## config.mk

```make
export PLATFORM = sky130hd
export DESIGN_NAME = fetch_pc_unit
export DESIGN_NICKNAME = d
export VERILOG_FILES = /design/src/rtl/cpu_pkg.sv /design/src/rtl/fetch_pc_unit_npc_sel.sv /design/src/rtl/fetch_pc_unit.sv
export SDC_FILE = /design/constraint.sdc
export NUM_CORES = 1
export LEC_CHECK = 0
export BUFFER_PORTS_ARGS = -buffer_cell sky130_fd_sc_hd__buf_4
export CAP_MARGIN = 10
export CORE_ASPECT_RATIO = 2
export CORE_UTILIZATION = 46
export CTS_CLUSTER_DIAMETER = 50
export DETAILED_ROUTE_END_ITERATION = 7
export PLACE_DENSITY = 0.8
export SETUP_SLACK_MARGIN = 0.5
export SYNTH_ARGS = -nofsm -noshare
export SYNTH_HDL_FRONTEND = slang
export SYNTH_SLANG_ARGS = --single-unit
```

## constraint.sdc

```tcl
create_clock -name clk -period 2.15 [get_ports clk]
set_input_delay 0.1075 -clock clk [delete_from_list [all_inputs] [get_ports clk]]
set_output_delay 0.1075 -clock clk [all_outputs]
set_load 0.01 [all_outputs]
```

## src/rtl/cpu_pkg.sv

```systemverilog
// Shared CPU definitions: PC width and fetch FSM encoding.
// Used by the fetch unit and its next-PC selector.
package cpu_pkg;

    localparam int PC_W = 16;

    localparam logic [PC_W-1:0] PC_ONE = 1;

    typedef enum logic [1:0] {
        ST_RUN      = 2'd0,
        ST_REDIRECT = 2'd1,
        ST_HALTED   = 2'd2
    } fetch_state_t;

endpackage

```

## src/rtl/fetch_pc_unit_npc_sel.sv

```systemverilog
// Combinational next-PC selection for the fetch unit.
// Priority: redirect > hold (stall/halted) > BTB > sequential.
module npc_sel
    import cpu_pkg::*;
(
    input  logic            run,
    input  logic            halted,
    input  logic            stall,
    input  logic            BTB_taken,
    input  logic [PC_W-1:0] pc,
    input  logic [PC_W-1:0] IF_br_target,
    input  logic            EX_is_branch,
    input  logic            EX_branch_taken,
    input  logic            EX_pred_taken,
    input  logic [PC_W-1:0] EX_branch_target,
    input  logic [PC_W-1:0] EX_pc_plus_one,
    output logic [PC_W-1:0] pc_plus_one,
    output logic            mispredict,
    output logic [PC_W-1:0] npc
);

    logic redir;
    logic hold;

    assign pc_plus_one = pc + PC_ONE;
    assign mispredict  = EX_is_branch & (EX_branch_taken != EX_pred_taken);

    // Redirect only acts in RUN; hold can never overlap it.
    assign redir = run & mispredict;
    assign hold  = halted | (stall & ~redir);

    always_comb begin
        npc = pc_plus_one;
        unique case (1'b1)
            redir:   npc = EX_branch_taken ? EX_branch_target
                                           : EX_pc_plus_one;
            hold:    npc = pc;
            default: npc = BTB_taken ? IF_br_target : pc_plus_one;
        endcase
    end

endmodule

```

## src/rtl/fetch_pc_unit.sv

```systemverilog
// Fetch PC register, IF/ID register and RUN/REDIRECT/HALTED FSM.
// Define FETCH_BR_STATS_EN to add br_cnt/mispred_cnt counters.
module fetch_pc_unit
    import cpu_pkg::*;
(
    input  logic            clk,
    input  logic            rst_n,
    input  logic            stall,
    input  logic            halt,
    input  logic            BTB_taken,
    input  logic [PC_W-1:0] IF_br_target,
    input  logic            EX_is_branch,
    input  logic            EX_branch_taken,
    input  logic            EX_pred_taken,
    input  logic [PC_W-1:0] EX_branch_target,
    input  logic [PC_W-1:0] EX_pc_plus_one,
    output logic [PC_W-1:0] pc,
    output logic [PC_W-1:0] IF_pc_plus_one,
    output logic [PC_W-1:0] ID_pc_plus_one,
    output logic            ID_pred_taken,
    output logic            ID_valid,
    output logic            flush
`ifdef FETCH_BR_STATS_EN
    ,
    output logic [15:0]     br_cnt,
    output logic [15:0]     mispred_cnt
`endif
);

    fetch_state_t    state;
    logic            run;
    logic            halted;
    logic            mispredict;
    logic [PC_W-1:0] npc;

    assign run    = (state == ST_RUN);
    assign halted = (state == ST_HALTED);
    assign flush  = run & mispredict & rst_n;

    npc_sel u_npc_sel (
        .run              (run),
        .halted           (halted),
        .stall            (stall),
        .BTB_taken        (BTB_taken),
        .pc               (pc),
        .IF_br_target     (IF_br_target),
        .EX_is_branch     (EX_is_branch),
        .EX_branch_taken  (EX_branch_taken),
        .EX_pred_taken    (EX_pred_taken),
        .EX_branch_target (EX_branch_target),
        .EX_pc_plus_one   (EX_pc_plus_one),
        .pc_plus_one      (IF_pc_plus_one),
        .mispredict       (mispredict),
        .npc              (npc)
    );

    always_ff @(posedge clk or negedge rst_n) begin
        if (!rst_n) begin
            pc             <= '0;
            ID_pc_plus_one <= '0;
            ID_pred_taken  <= 1'b0;
            ID_valid       <= 1'b0;
            state          <= ST_RUN;
        end else begin
            pc <= npc;
            case (state)
                ST_RUN: begin
                    if (mispredict) begin
                        ID_valid <= 1'b0;
                        state    <= ST_REDIRECT;
                    end else if (!stall) begin
                        ID_pc_plus_one <= IF_pc_plus_one;
                        ID_pred_taken  <= BTB_taken;
                        // A decoded halt retires the fetch stream here.
                        ID_valid       <= ~(halt & ID_valid);
                        if (halt && ID_valid)
                            state <= ST_HALTED;
                    end
                end
                ST_REDIRECT: begin
                    if (!stall) begin
                        ID_pc_plus_one <= IF_pc_plus_one;
                        ID_pred_taken  <= BTB_taken;
                    end
                    ID_valid <= 1'b0;
                    state    <= ST_RUN;
                end
                ST_HALTED: begin
                    ID_valid <= 1'b0;
                end
                default: begin
                    ID_valid <= 1'b0;
                    state    <= ST_RUN;
                end
            endcase
        end
    end

`ifdef FETCH_BR_STATS_EN
    always_ff @(posedge clk or negedge rst_n) begin
        if (!rst_n) begin
            br_cnt      <= '0;
            mispred_cnt <= '0;
        end else begin
            if (run && EX_is_branch && br_cnt != 16'hFFFF)
                br_cnt <= br_cnt + 16'd1;
            if (flush && mispred_cnt != 16'hFFFF)
                mispred_cnt <= mispred_cnt + 16'd1;
        end
    end
`endif

endmodule
```

Yosys cells after proc, flatten, opt, wreduce, memory -nomap -nowiden --
Cells that the tools add are included.
Storage, ports and cells: flip-flop bits (word level) 36, input port bits 56, output and inout port bits 51, logic and storage cells 42
Operators by class: add/subtract/negate cells 1, equality and inequality tests 6, multiplexer cells 16, bitwise operators 9, reduce and logical (&&, ||, !) cells 5
Operators by type and width (number):
- $mux 16 | 4
- $pmux 16 s2 | 2
- $add 16x1->16 const B | 1
- $mux 2 | 3
- $ne 3x3->1 const B | 2
- $and 1x1->1 | 5
- $mux 1 | 5
- $pmux 2 s2 | 1
- $not 1->1 | 3
- $reduce_and 3->1 | 1
- $eq 2x1->1 const B | 1
- $eq 2x2->1 const B | 1
- $logic_not 2->1 | 1
- $ne 2x2->1 const B | 1
- $pmux 1 s2 | 1
- $reduce_and 2->1 | 1
- $reduce_bool 2->1 | 1
- $logic_and 1x1->1 | 1
- $ne 1x1->1 | 1
- $or 1x1->1 | 1

Logic depth before layout (Yosys ltp) --
Gate-level depths: netlist of the first run.
depth after elaboration 7, mapped depth 8, depth with buffers taken out 6

Modules after synthesis --
A second synthesis of the first run with hierarchy kept.
Second synthesis, totals: cells, all modules 218, area, all modules 2434.8 um^2
By module, submodules not included:
- fetch_pc_unit | instances 1, cells an instance 66, area an instance 1228.7 um^2, sequential area each 900.9 um^2
- npc_sel | instances 1, cells an instance 152, area an instance 1206.2 um^2, sequential area each 0.0 um^2

Worst setup path before layout of the first run --
OpenSTA, ideal clock, no wires.
path kind register to register, start point register pc[0], end point register ID_pc_plus_one[10], library setup time 0.065 ns, arrival 1.691 ns, data required time 2.085 ns, slack 0.393 ns, cell stages (with the launch flop) 7, buffers on the path 0, period minus slack after synthesis 1.757 ns, cells stage by stage dfrtp_1 -> ha_1 -> nand3_1 -> nor2_1 -> and3_1 -> xor2_1 -> mux2_2
On the way: word-level cells in the longest chain between the ends 4
Ends and longest elaborated chain:
- start: declaration | line fetch_pc_unit.sv:17 | output logic [PC_W-1:0] pc,
- start signal: assignment | line fetch_pc_unit.sv:65 | pc <= npc;
- $add 16x1->16 (*) | line fetch_pc_unit_npc_sel.sv:25 | assign pc_plus_one = pc + PC_ONE;
- net IF_pc_plus_one[10] | line fetch_pc_unit.sv:18 | output logic [PC_W-1:0] IF_pc_plus_one,
- $mux 16 (*) | line fetch_pc_unit.sv:71, fetch_pc_unit.sv:81
- $mux 16 | line fetch_pc_unit.sv:68 | if (mispredict) begin
- $pmux 16 s2 (*) | line fetch_pc_unit.sv:66 | case (state)
- end signal: assignment | line fetch_pc_unit.sv:72 | ID_pc_plus_one <= IF_pc_plus_one;
- end signal: assignment | line fetch_pc_unit.sv:82 | ID_pc_plus_one <= IF_pc_plus_one;
- end: declaration | line fetch_pc_unit.sv:19 | output logic [PC_W-1:0] ID_pc_plus_one,
The timed path passes the listed nets; every way through them passes the cells marked *. The select of a mux whose other input is x is not followed. A chain may end at the register's enable or synchronous reset.

Final worst setup path of the first run --
start point register pc[1], end point output port IF_pc_plus_one[12]
On the way: word-level cells in the longest chain between the ends 1
Ends and longest elaborated chain (line):
- $add 16x1->16 | fetch_pc_unit_npc_sel.sv:25
- end: declaration | fetch_pc_unit.sv:18
No other way between the ends.

==> out/metrics.cfg, run 1 <==
[status]
outcome=complete, no violations

[grt]
antenna_found_initial=0
grt_max_degree=37
grt.busiest_layer=met2
grt_overflow=0
grt_first_pass_wirelength_um=12400
gr-usage-met2_pct=59.1
track_usage_pct=33.8
grt.met3_usage_pct=4.43
grt_pass1_vias=2580
met1_usage_pct=35.0

[clocking]
clock_sinks=36
cts_buffer_depth=2
clkTransAtPathRegs_ns=0.08
cts_tree=done
cts-root-buf=clkbuf_8
h-tree-depth=2
clock_latency_ns=0.31
numCtsBuffers=5

[yosys]
yosys_warnings=0
yosys-top-cells-area=dfrtp_1 (41%), mux2i_1 (8.7%), mux2_2 (5.6%)
async_reset_ff_share_pct=100
synth_fp_nets=277
synthTopCellsByCount=dfrtp_1 (36), nor2_1 (20), mux2i_1 (19), nand2_1 (19), a21oi_1 (15)
netlist_area_um2=2190
ys_seq_elements=36
yosys.area.top_type_share_pct=41.1
synth_edf_count=0
synth_largest_area_cell=dfrtp_1
synth_cell_types=40
synth.avg_cell_area_um2=9.97
synth_cells=220
synth_most_common_cell=dfrtp_1
synth_ff_type=dfrtp_1
ys_seq_area_share_pct=41.1

[routing]
via_per_inst=6.11
ant_nets=0
firstDrtPassIters=4
drt-total-wl_um=10600
vias=2743
routedWlPerCell_um=23.7
drc=0
drt_iter0_markers=223

[cells_and_area]
area_delta_synth_final_pct=84.0
nets=450
diodes=0
final_util_pct=87.8
drive_gt1_share_pct=63.5

[power_and_ir_drop]
p_per_area_nw_per_um2=1360
leakagePower_nw=1.93
max-vdd-ir-drop_mv=1.22
sequentialPowerShare_pct=25.7
clkPwrFrac_pct=9.7
p_int_mw=3.15
netSwitchingPower_mw=2.34
p_comb_share_pct=64.6
swShare_pct=42.6

[worst_setup_path]
cp.required_ns=2.04
cp.arrival_ns=1.80
reg2reg_depth=8
cp_max_fo=4
worst-setup-path-type=flop to primary output
startpoint_type=flop
cp-end-kind=primary output

[placement]
port_buffers=106
place_congestion=0.872
dpl.hpwl_um=4770
place_ws_ns=0.0366

[timing]
tns_ns=0
skew_ns=0.0135
rsz0062_at_grt=true
final.period_utilization_pct=88.6
tightestPinTransition_ns=0.486
hold_viol_final=0
finalWorstSetupSlack_ns=0.245
finalMaxSlewViolations=0
setup_viol=0
holdWs_ns=0.120
clock.fmax_mhz=525
period_minus_slack_ns=1.91
slew_headroom_pct=67.3

[floorplanning]
core_area_um2=4600
io_pins=107
die_width_um=50.8
die_y_um=99.7
std_cell_rows=35
start_util_pct=47.7
die_area_um2=5060

[min_path]
min_path_type=input pin to flop
whs_path_depth=3

[run]
max-cap-violations=0

[registers in the layout (all words and copies together), names as in the netlist]
| name | count |
|---|---|
| pc | 16 |
| ID_pred_taken | 1 |
| ID_pc_plus_one | 16 |
| ID_valid | 1 |
| state | 2 |
[per-stage QoR]
step / cell area, um^2 / cells / power (mW)
2_1_floorplan: 2210 / 220 / 2.43
3_3_place_gp: 3080 / 381 / 3.53
3_5_place_dp: 3080 / 381 / 3.58
4_1_cts: 3630 / 419 / 4.58
5_1_grt: 4040 / 449 / 5.65
6_report: 4040 / 449 / 5.49
[power groups by stage]
stage	Clock, mW	Sequential [mW]	Combinational [mW]
floorplan	0	1.46	0.975
global placement	0	1.36	2.17
detailed placement	0	1.37	2.21
CTS	0.505	1.33	2.75
global route	0.547	1.43	3.66
finish	0.532	1.41	3.55
[layout by cell type, fill, tap and decap left out, drive strengths merged, types with 2 or more instances in the layout]
cell type,count
nand4,3
a211oi,2
o31a,2
dfrtp,36
clkbuf,8
xnor2,6
o211a,2
nor3b,3
and3,4
nand3,8
nand3b,4
a31oi,2
o22a,5
mux2,17
o21ai,12
buf,173
o221ai,2
nor2b,2
mux2i,19
a21oi,16
nor2,21
inv,7
nor3,3
nand2b,2
xor2,9
nand2,20
[critical path, stage by stage, from the launching register on]
cell and delay [ns]:
dfrtp_2 0.46, ha_4 0.18, nand3_4 0.09, nor2_4 0.19, nand2_1 0.20, xnor2_2 0.22
buf_4 0.15
[final timing paths]
path	slack, ns	end	startpoint
setup / recovery	0.24	IF_pc_plus_one[12]	pc[1]
max in group asynchronous	1.35	pc[6]	rst_n
min in group asynchronous	0.42	ID_pc_plus_one[3]	rst_n
setup reg to reg	0.28	pc[10]	pc[1]
hold reg to reg	0.51	ID_pc_plus_one[12]	ID_pc_plus_one[12]
hold / removal	0.12	pc[4]	IF_br_target[4]
[metal layers]
metal / vias to the layer above / routed length [um]
met2: 210 / 5310
met4: 0 / 939
met1: 1324 / 3480
met5: - / 0
met3: 82 / 892
li1: 1127 / -
[final cells by class]
class	count	area [um^2]
clock buffer	8	90.1
timing repair buffer	174	1380
sequential	36	915
inverter	7	31.3
multi-input combinational	169	1550
tap	55	68.8
fill	218	563
[cells by family (layout without fill, tap and decap cells)]
group / Yosys count / count (layout) / synth area share (%)
flops: 36 / 36 / 41.1
fa+ha+maj: 1 / 1 / 0.570
compound gates: 47 / 47 / 13.9
mux: 36 / 36 / 17.4
simple gates: 69 / 70 / 16.3
buf+inv: 16 / 189 / 3.94
xor+xnor: 15 / 15 / 6.85
[timing repair]
item / CTS / global route
gates cloned: 0 / 1
hold endpoints to repair: 36 / 0
setup endpoints to repair: 45 / 44
hold buffers: 1 / 0
resized for setup: 44 / 44
buffers inserted: 29 / 29
pin swaps: 17 / 28
Note: power is estimated with default switching activity, not from simulation.
==> run 2, diff against run 1 <==
--- a/config.mk
+++ b/config.mk
@@ -11,7 +11,7 @@
 export CORE_UTILIZATION = 46
 export CTS_CLUSTER_DIAMETER = 50
 export DETAILED_ROUTE_END_ITERATION = 7
-export PLACE_DENSITY = 0.8
+export PLACE_DENSITY_LB_ADDON = 0.1
 export SETUP_SLACK_MARGIN = 0.5
 export SYNTH_ARGS = -nofsm -noshare
 export SYNTH_HDL_FRONTEND = slang
==> constraint.sdc (replaced) <==
create_clock -name clk -period 2.1 [get_ports clk]
set_input_delay 0.105 -clock clk [delete_from_list [all_inputs] [get_ports clk]]
set_output_delay 0.105 -clock clk [all_outputs]
set_load 0.01 [all_outputs]
==> out/metrics.cfg, run 2 (same netlist as run 1, synthesis figures left out) <==
[power_and_ir_drop]
p_per_area_nw_per_um2=1320  ; was 1360 nW/um^2
max-vdd-ir-drop_mv=1.13  ; was 1.22 mV
p_total_mw=5.02  ; was 5.49 mW
leakagePower_nw=1.82  ; was 1.93 nW

[cells_and_area]
area_delta_synth_final_pct=74.0  ; was 84.0%
top_regs=ID_pc_plus_one x16, pc x16, state x2  ; unchanged
diodes=0  ; unchanged
multi_input_area_um2=1480  ; was 1550 um^2
final_cell_mix=buf_4 (148), dfrtp_1 (23), mux2i_1 (18), nand2_1 (16), a21oi_1 (14)  ; was buf_4 (158), dfrtp_1 (25), mux2i_1 (19), nand2_1 (17), a21oi_1 (14)
layoutNonFillerInstCount=431  ; was 449
nets=433  ; was 450
drive_gt1_share_pct=62.2  ; was 63.5%
n_fill_cell=267  ; was 218
final_common_cell=buf_4  ; unchanged
final-seq-area_um2=917  ; was 915 um^2

[timing]
final.period_utilization_pct=83.5
finalMaxSlewViolations=0  ; unchanged
hold_viol_final=0  ; unchanged
clock.fmax_mhz=570
rsz0062_at_grt=true  ; unchanged
setup_viol=0  ; unchanged
slew_headroom_pct=67.4  ; was 67.3%
tns_ns=0  ; unchanged
skew_ns=0.00928  ; was 0.0135 ns
tightestPinTransition_ns=0.489  ; was 0.486 ns
period_minus_slack_ns=1.75

[floorplanning]
core_area_um2=4600  ; unchanged
die_y_um=99.7  ; unchanged
io_pins=107  ; unchanged
start_util_pct=47.7  ; unchanged
die_area_um2=5060  ; unchanged
std_cell_rows=35  ; unchanged
die_width_um=50.8  ; unchanged

[worst_setup_path]
reg2reg_depth=8  ; unchanged
cp-end-kind=primary output  ; unchanged
worst-setup-path-type=flop to primary output  ; unchanged
startpoint_type=flop  ; unchanged
cp.arrival_ns=1.65  ; was 1.80 ns
cp_max_fo=4  ; unchanged
cp.required_ns=2.00  ; was 2.04 ns

[routing]
firstDrtPassIters=4  ; unchanged
drc=0  ; unchanged
drt_iter0_markers=66  ; was 223
drt-total-wl_um=7610  ; was 10,600 um
routedWlPerCell_um=17.7  ; was 23.7 um
vias=2378  ; was 2,743
via_per_inst=5.52  ; was 6.11
ant_nets=0  ; unchanged

[placement]
dp_cells=379  ; was 381
place_congestion=0.865  ; was 0.872
port_buffers=106  ; unchanged
dpl.hpwl_um=4700  ; was 4770 um

[grt]
grt.busiest_layer=met2  ; unchanged
grt_max_degree=37  ; unchanged
grt_overflow=0  ; unchanged
antenna_found_initial=0  ; unchanged
grt_first_pass_wirelength_um=10600  ; was 12,400 um
gr-usage-met2_pct=52.2  ; was 59.1%
track_usage_pct=28.1  ; was 33.8%
grt_pass1_vias=2340  ; was 2,580
met1_usage_pct=28.9  ; was 35.0%
grt.met3_usage_pct=3.82  ; was 4.43%

[clocking]
numCtsBuffers=5  ; unchanged
clock_sinks=36  ; unchanged
h-tree-depth=2  ; unchanged
clkTransAtPathRegs_ns=0.07  ; was 0.08 ns
cts_buffer_depth=2  ; unchanged
clock_latency_ns=0.29  ; was 0.31 ns
cts_tree=done  ; unchanged
cts-root-buf=clkbuf_8  ; unchanged

[status]
outcome=complete, no violations  ; unchanged

[min_path]
whs_path_depth=3  ; unchanged
min_path_type=input pin to flop  ; unchanged

[run]
max-cap-violations=0  ; unchanged

==> run 2: path summary, 6_finish.rpt <==
kind	slack (ns)	startpoint	to
setup / recovery	0.35	pc[1]	IF_pc_plus_one[10]
hold / removal	0.12	IF_br_target[5]	pc[5]
setup reg to reg	0.35	pc[1]	pc[10]
hold reg to reg	0.50	state[0]	state[1]
max in group asynchronous	1.29	rst_n	pc[5]
min in group asynchronous	0.42	rst_n	ID_pc_plus_one[13]
==> run 2: repair_timing <==
item                       4_1_cts  5_1_grt
buffers inserted                23       21
hold endpoints to repair        36        0
gates resized for setup         33       30
pin swaps                       18       13
hold buffers                     1        0
setup endpoints to repair       45       38
cloned                           0        0
==> run 2: layer usage <==
layer / routed length, um / share of wire, %
met5: 0 / 0
met4: 305 / 4.0
met3: 379 / 5.0
met2: 4230 / 56
met1: 2700 / 35
==> run 2: area by class of cell <==
| type | count | area share [%] |
|---|---|---|
| Clock buffer | 7 | 2.52 |
| Inverter | 7 | 0.754 |
| Multi-Input combinational cell | 168 | 38.9 |
| Sequential cell | 36 | 24.0 |
| Tap cell | 55 | 1.80 |
| Timing Repair Buffer | 158 | 32.0 |
==> run 2: metrics by stage <==
step	hold slack [ns]	setup slack, ns	area, um^2	util (%)
4_1_cts	0.127	0.347	3550	77.1
2_1_floorplan	-0.191	0.481	2270	-
3_5_place_dp	0.198	0.0355	3130	68.0
5_1_grt	0.134	0.244	3820	83.0
6_report	0.124	0.346	3820	83.0
3_3_place_gp	0.194	0.102	3130	68.0
==> run 2: worst max-delay path: stages (launching register included) <==
cell	delay, ns
dfrtp_2	0.41
ha_4	0.16
nand3_4	0.08
nor2_4	0.19
and3_4	0.23
xor2_2	0.15
buf_4	0.14
==> run 2: power by group <==
part / leakage [nW] / internal, mW / total (mW) / switching (mW)
Sequential: 0.410 / 1.05 / 1.34 / 0.290
Clock: 0.0503 / 0.293 / 0.545 / 0.253
Combinational: 1.36 / 1.66 / 3.14 / 1.47
Total: 1.82 / 3.01 / 5.02 / 2.01
==> run 3, diff against run 2 <==
--- a/config.mk
+++ b/config.mk
@@ -8,7 +8,7 @@
 export BUFFER_PORTS_ARGS = -buffer_cell sky130_fd_sc_hd__buf_4
 export CAP_MARGIN = 10
 export CORE_ASPECT_RATIO = 2
-export CORE_UTILIZATION = 46
+export CORE_UTILIZATION = 42
 export CTS_CLUSTER_DIAMETER = 50
 export DETAILED_ROUTE_END_ITERATION = 7
 export PLACE_DENSITY_LB_ADDON = 0.1
==> constraint.sdc (replaced) <==
create_clock -name clk -period 1.47 [get_ports clk]
set_input_delay 0.0735 -clock clk [delete_from_list [all_inputs] [get_ports clk]]
set_output_delay 0.0735 -clock clk [all_outputs]
set_load 0.01 [all_outputs]
==> out/metrics.cfg, run 3 (same netlist as run 1, synthesis figures left out) <==
[timing]
setup_viol=48  ; was 0
rsz0062_at_grt=true  ; unchanged
period_minus_slack_ns=2.06
finalMaxSlewViolations=0  ; unchanged
final.period_utilization_pct=140
clock.fmax_mhz=486
finalWorstSetupSlack_ns=-0.589  ; was 0.346 ns
slew_headroom_pct=67.5  ; was 67.4%
tns_ns=-16.45  ; was 0 ns
tightestPinTransition_ns=0.488  ; was 0.489 ns
hold_viol_final=0  ; unchanged
skew_ns=0.00667  ; was 0.00928 ns
holdWs_ns=0.0546  ; was 0.124 ns

[grt]
grt_max_degree=37  ; unchanged
grt_overflow=0  ; unchanged
antenna_found_initial=0  ; unchanged
track_usage_pct=36.7  ; was 28.1%
grt_pass1_vias=2940  ; was 2,340
grt_first_pass_wirelength_um=14600  ; was 10,600 um

[cells_and_area]
final_cell_mix=buf_4 (129), buf_6 (61), dfrtp_1 (24), mux2i_1 (18), mux2_4 (15)  ; was buf_4 (148), dfrtp_1 (23), mux2i_1 (18), nand2_1 (16), a21oi_1 (14)
final_common_cell=buf_4  ; unchanged
post-route-cell-area_um2=4640  ; was 3820 um^2
area_delta_synth_final_pct=112  ; was 74.0%
nets=475  ; was 433
top_regs=ID_pc_plus_one x16, pc x16, state x2  ; unchanged
diodes=0  ; unchanged
final_util_pct=93.7  ; was 83.0%
drive_gt1_share_pct=72.6  ; was 62.2%

[worst_setup_path]
timing.rr.start=state[0]  ; was pc[1]
cp_slowest_cell=dfrtp_2  ; unchanged
cp-end-kind=primary output  ; unchanged
startpoint=pc[4]  ; was pc[1]
max_stage_delay_ns=0.40  ; was 0.41 ns
critPathMostFrequentCell=buf_6
worst-setup-path-type=flop to primary output  ; unchanged
cp_max_fo=5  ; was 4
worstPathCellList=nand4_1 -> buf_6 -> nor2_4 -> nand3_2 -> xnor2_2 -> buf_4 -> buf_6  ; was ha_4 -> nand3_4 -> nor2_4 -> and3_4 -> xor2_2 -> buf_4
cp.required_ns=1.40  ; was 2.00 ns
startpoint_type=flop  ; unchanged
cp.arrival_ns=1.99  ; was 1.65 ns

[floorplanning]
die_width_um=53.1  ; was 50.8 um
die_y_um=104  ; was 99.7 um
die_area_um2=5530  ; was 5060 um^2
start_util_pct=44.3  ; was 47.7%
core_area_um2=4950  ; was 4600 um^2
std_cell_rows=36  ; was 35
io_pins=107  ; unchanged

[run]
max-cap-violations=0  ; unchanged

[clocking]
clock_sinks=36  ; unchanged
h-tree-depth=2  ; unchanged
cts_buffer_depth=2  ; unchanged
clkTransAtPathRegs_ns=0.07  ; about the same
cts_tree=done  ; unchanged
numCtsBuffers=5  ; unchanged
cts-root-buf=clkbuf_8  ; unchanged
clock_latency_ns=0.30  ; was 0.29 ns

[min_path]
hold_start=IF_br_target[3]  ; was IF_br_target[5]
min_path_type=input pin to flop  ; unchanged

[routing]
drc=0  ; unchanged
drt_iter0_markers=206  ; was 66
via_per_inst=6.40  ; was 5.52
vias=3046  ; was 2,378
firstDrtPassIters=8  ; was 4
ant_nets=0  ; unchanged
drt-total-wl_um=13300  ; was 7610 um
routedWlPerCell_um=28.0  ; was 17.7 um

[placement]
dpl.hpwl_um=5350  ; was 4700 um
place_congestion=0.872  ; was 0.865
port_buffers=106  ; unchanged
place_area_um2=3510  ; was 3130 um^2

[power_and_ir_drop]
leakagePower_nw=2.21  ; was 1.82 nW
max-vdd-ir-drop_mv=1.88  ; was 1.13 mV
p_per_area_nw_per_um2=2110  ; was 1320 nW/um^2

[status]
failed_checks=negative setup slack
outcome=finished with violations  ; was complete, no violations

-- run 3: cell types whose count changed in the layout (fill, tap and decap cells not counted), moves of 4 or more --
cell	before	now
nand2_1	16	12
buf_6	9	61
o21ai_0	9	4
buf_4	148	129
a21oi_1	14	4
mux2_2	11	2
buf_8	0	5
mux2_4	5	15
a21oi_2	1	11
o21ai_1	3	7
-- run 3: worst max-delay path: cells and delay by family (launching register included) --
| kind | cells | cell delay, ns |
|---|---|---|
| and+or+nand+nor | 3 | 0.56 |
| buffers and inverters | 3 | 0.46 |
| DFF | 1 | 0.40 |
| xor gates and xnor gates | 1 | 0.25 |
-- run 3: what timing repair did --
action	4_1_cts	5_1_grt
pin swaps	45	30
gates cloned	2	0
endpoints found under the hold margin	36	0
buffers inserted	29	16
hold buffers	1	0
gates resized for setup	128	40
setup endpoints to repair	68	68
-- run 3: metal layers --
layer | global-route usage (%) | wire, um
met1 | 35.6 | 4190
met2 | 66.5 | 6690
met3 | 5.26 | 1140
met4 | 23.9 | 1330
met5 | 0 | 0
-- run 3: through the flow --
step	cells	worst slack [ns]	total power, mW
3_5_place_dp	420	-0.137	6.11
5_1_grt	476	-0.659	10.0
6_report	476	-0.589	9.78
3_3_place_gp	420	-0.0990	6.04
2_1_floorplan	220	-0.149	3.76
4_1_cts	460	-0.298	8.44
-- run 3: final cells by class --
| type | count | area [um^2] |
|---|---|---|
| repair buffers | 200 | 1830 |
| multi-input cells | 168 | 1710 |
| flip-flops and latches | 36 | 916 |
| fillers | 140 | 310 |
| clock buffers | 8 | 90.1 |
| well taps | 57 | 71.3 |
| inverters | 7 | 33.8 |
-- run 3: where the power goes --
| part | total (mW) | internal [mW] | switching, mW |
|---|---|---|---|
| clock network | 0.763 | 0.383 | 0.380 |
| logic | 6.98 | 3.81 | 3.17 |
| registers | 2.04 | 1.51 | 0.530 |
| total | 9.78 | 5.70 | 4.08 |
-- run 3: final timing paths --
path	endpoint	slack (ns)	cells past startpoint
setup / recovery	IF_pc_plus_one[13]	-0.59	7
setup reg to reg	pc[8]	-0.45	8
min in group asynchronous	ID_pc_plus_one[13]	0.38	3
max in group asynchronous	pc[5]	0.71	3
hold reg to reg	ID_pc_plus_one[11]	0.52	1
hold / removal	pc[3]	0.05	3
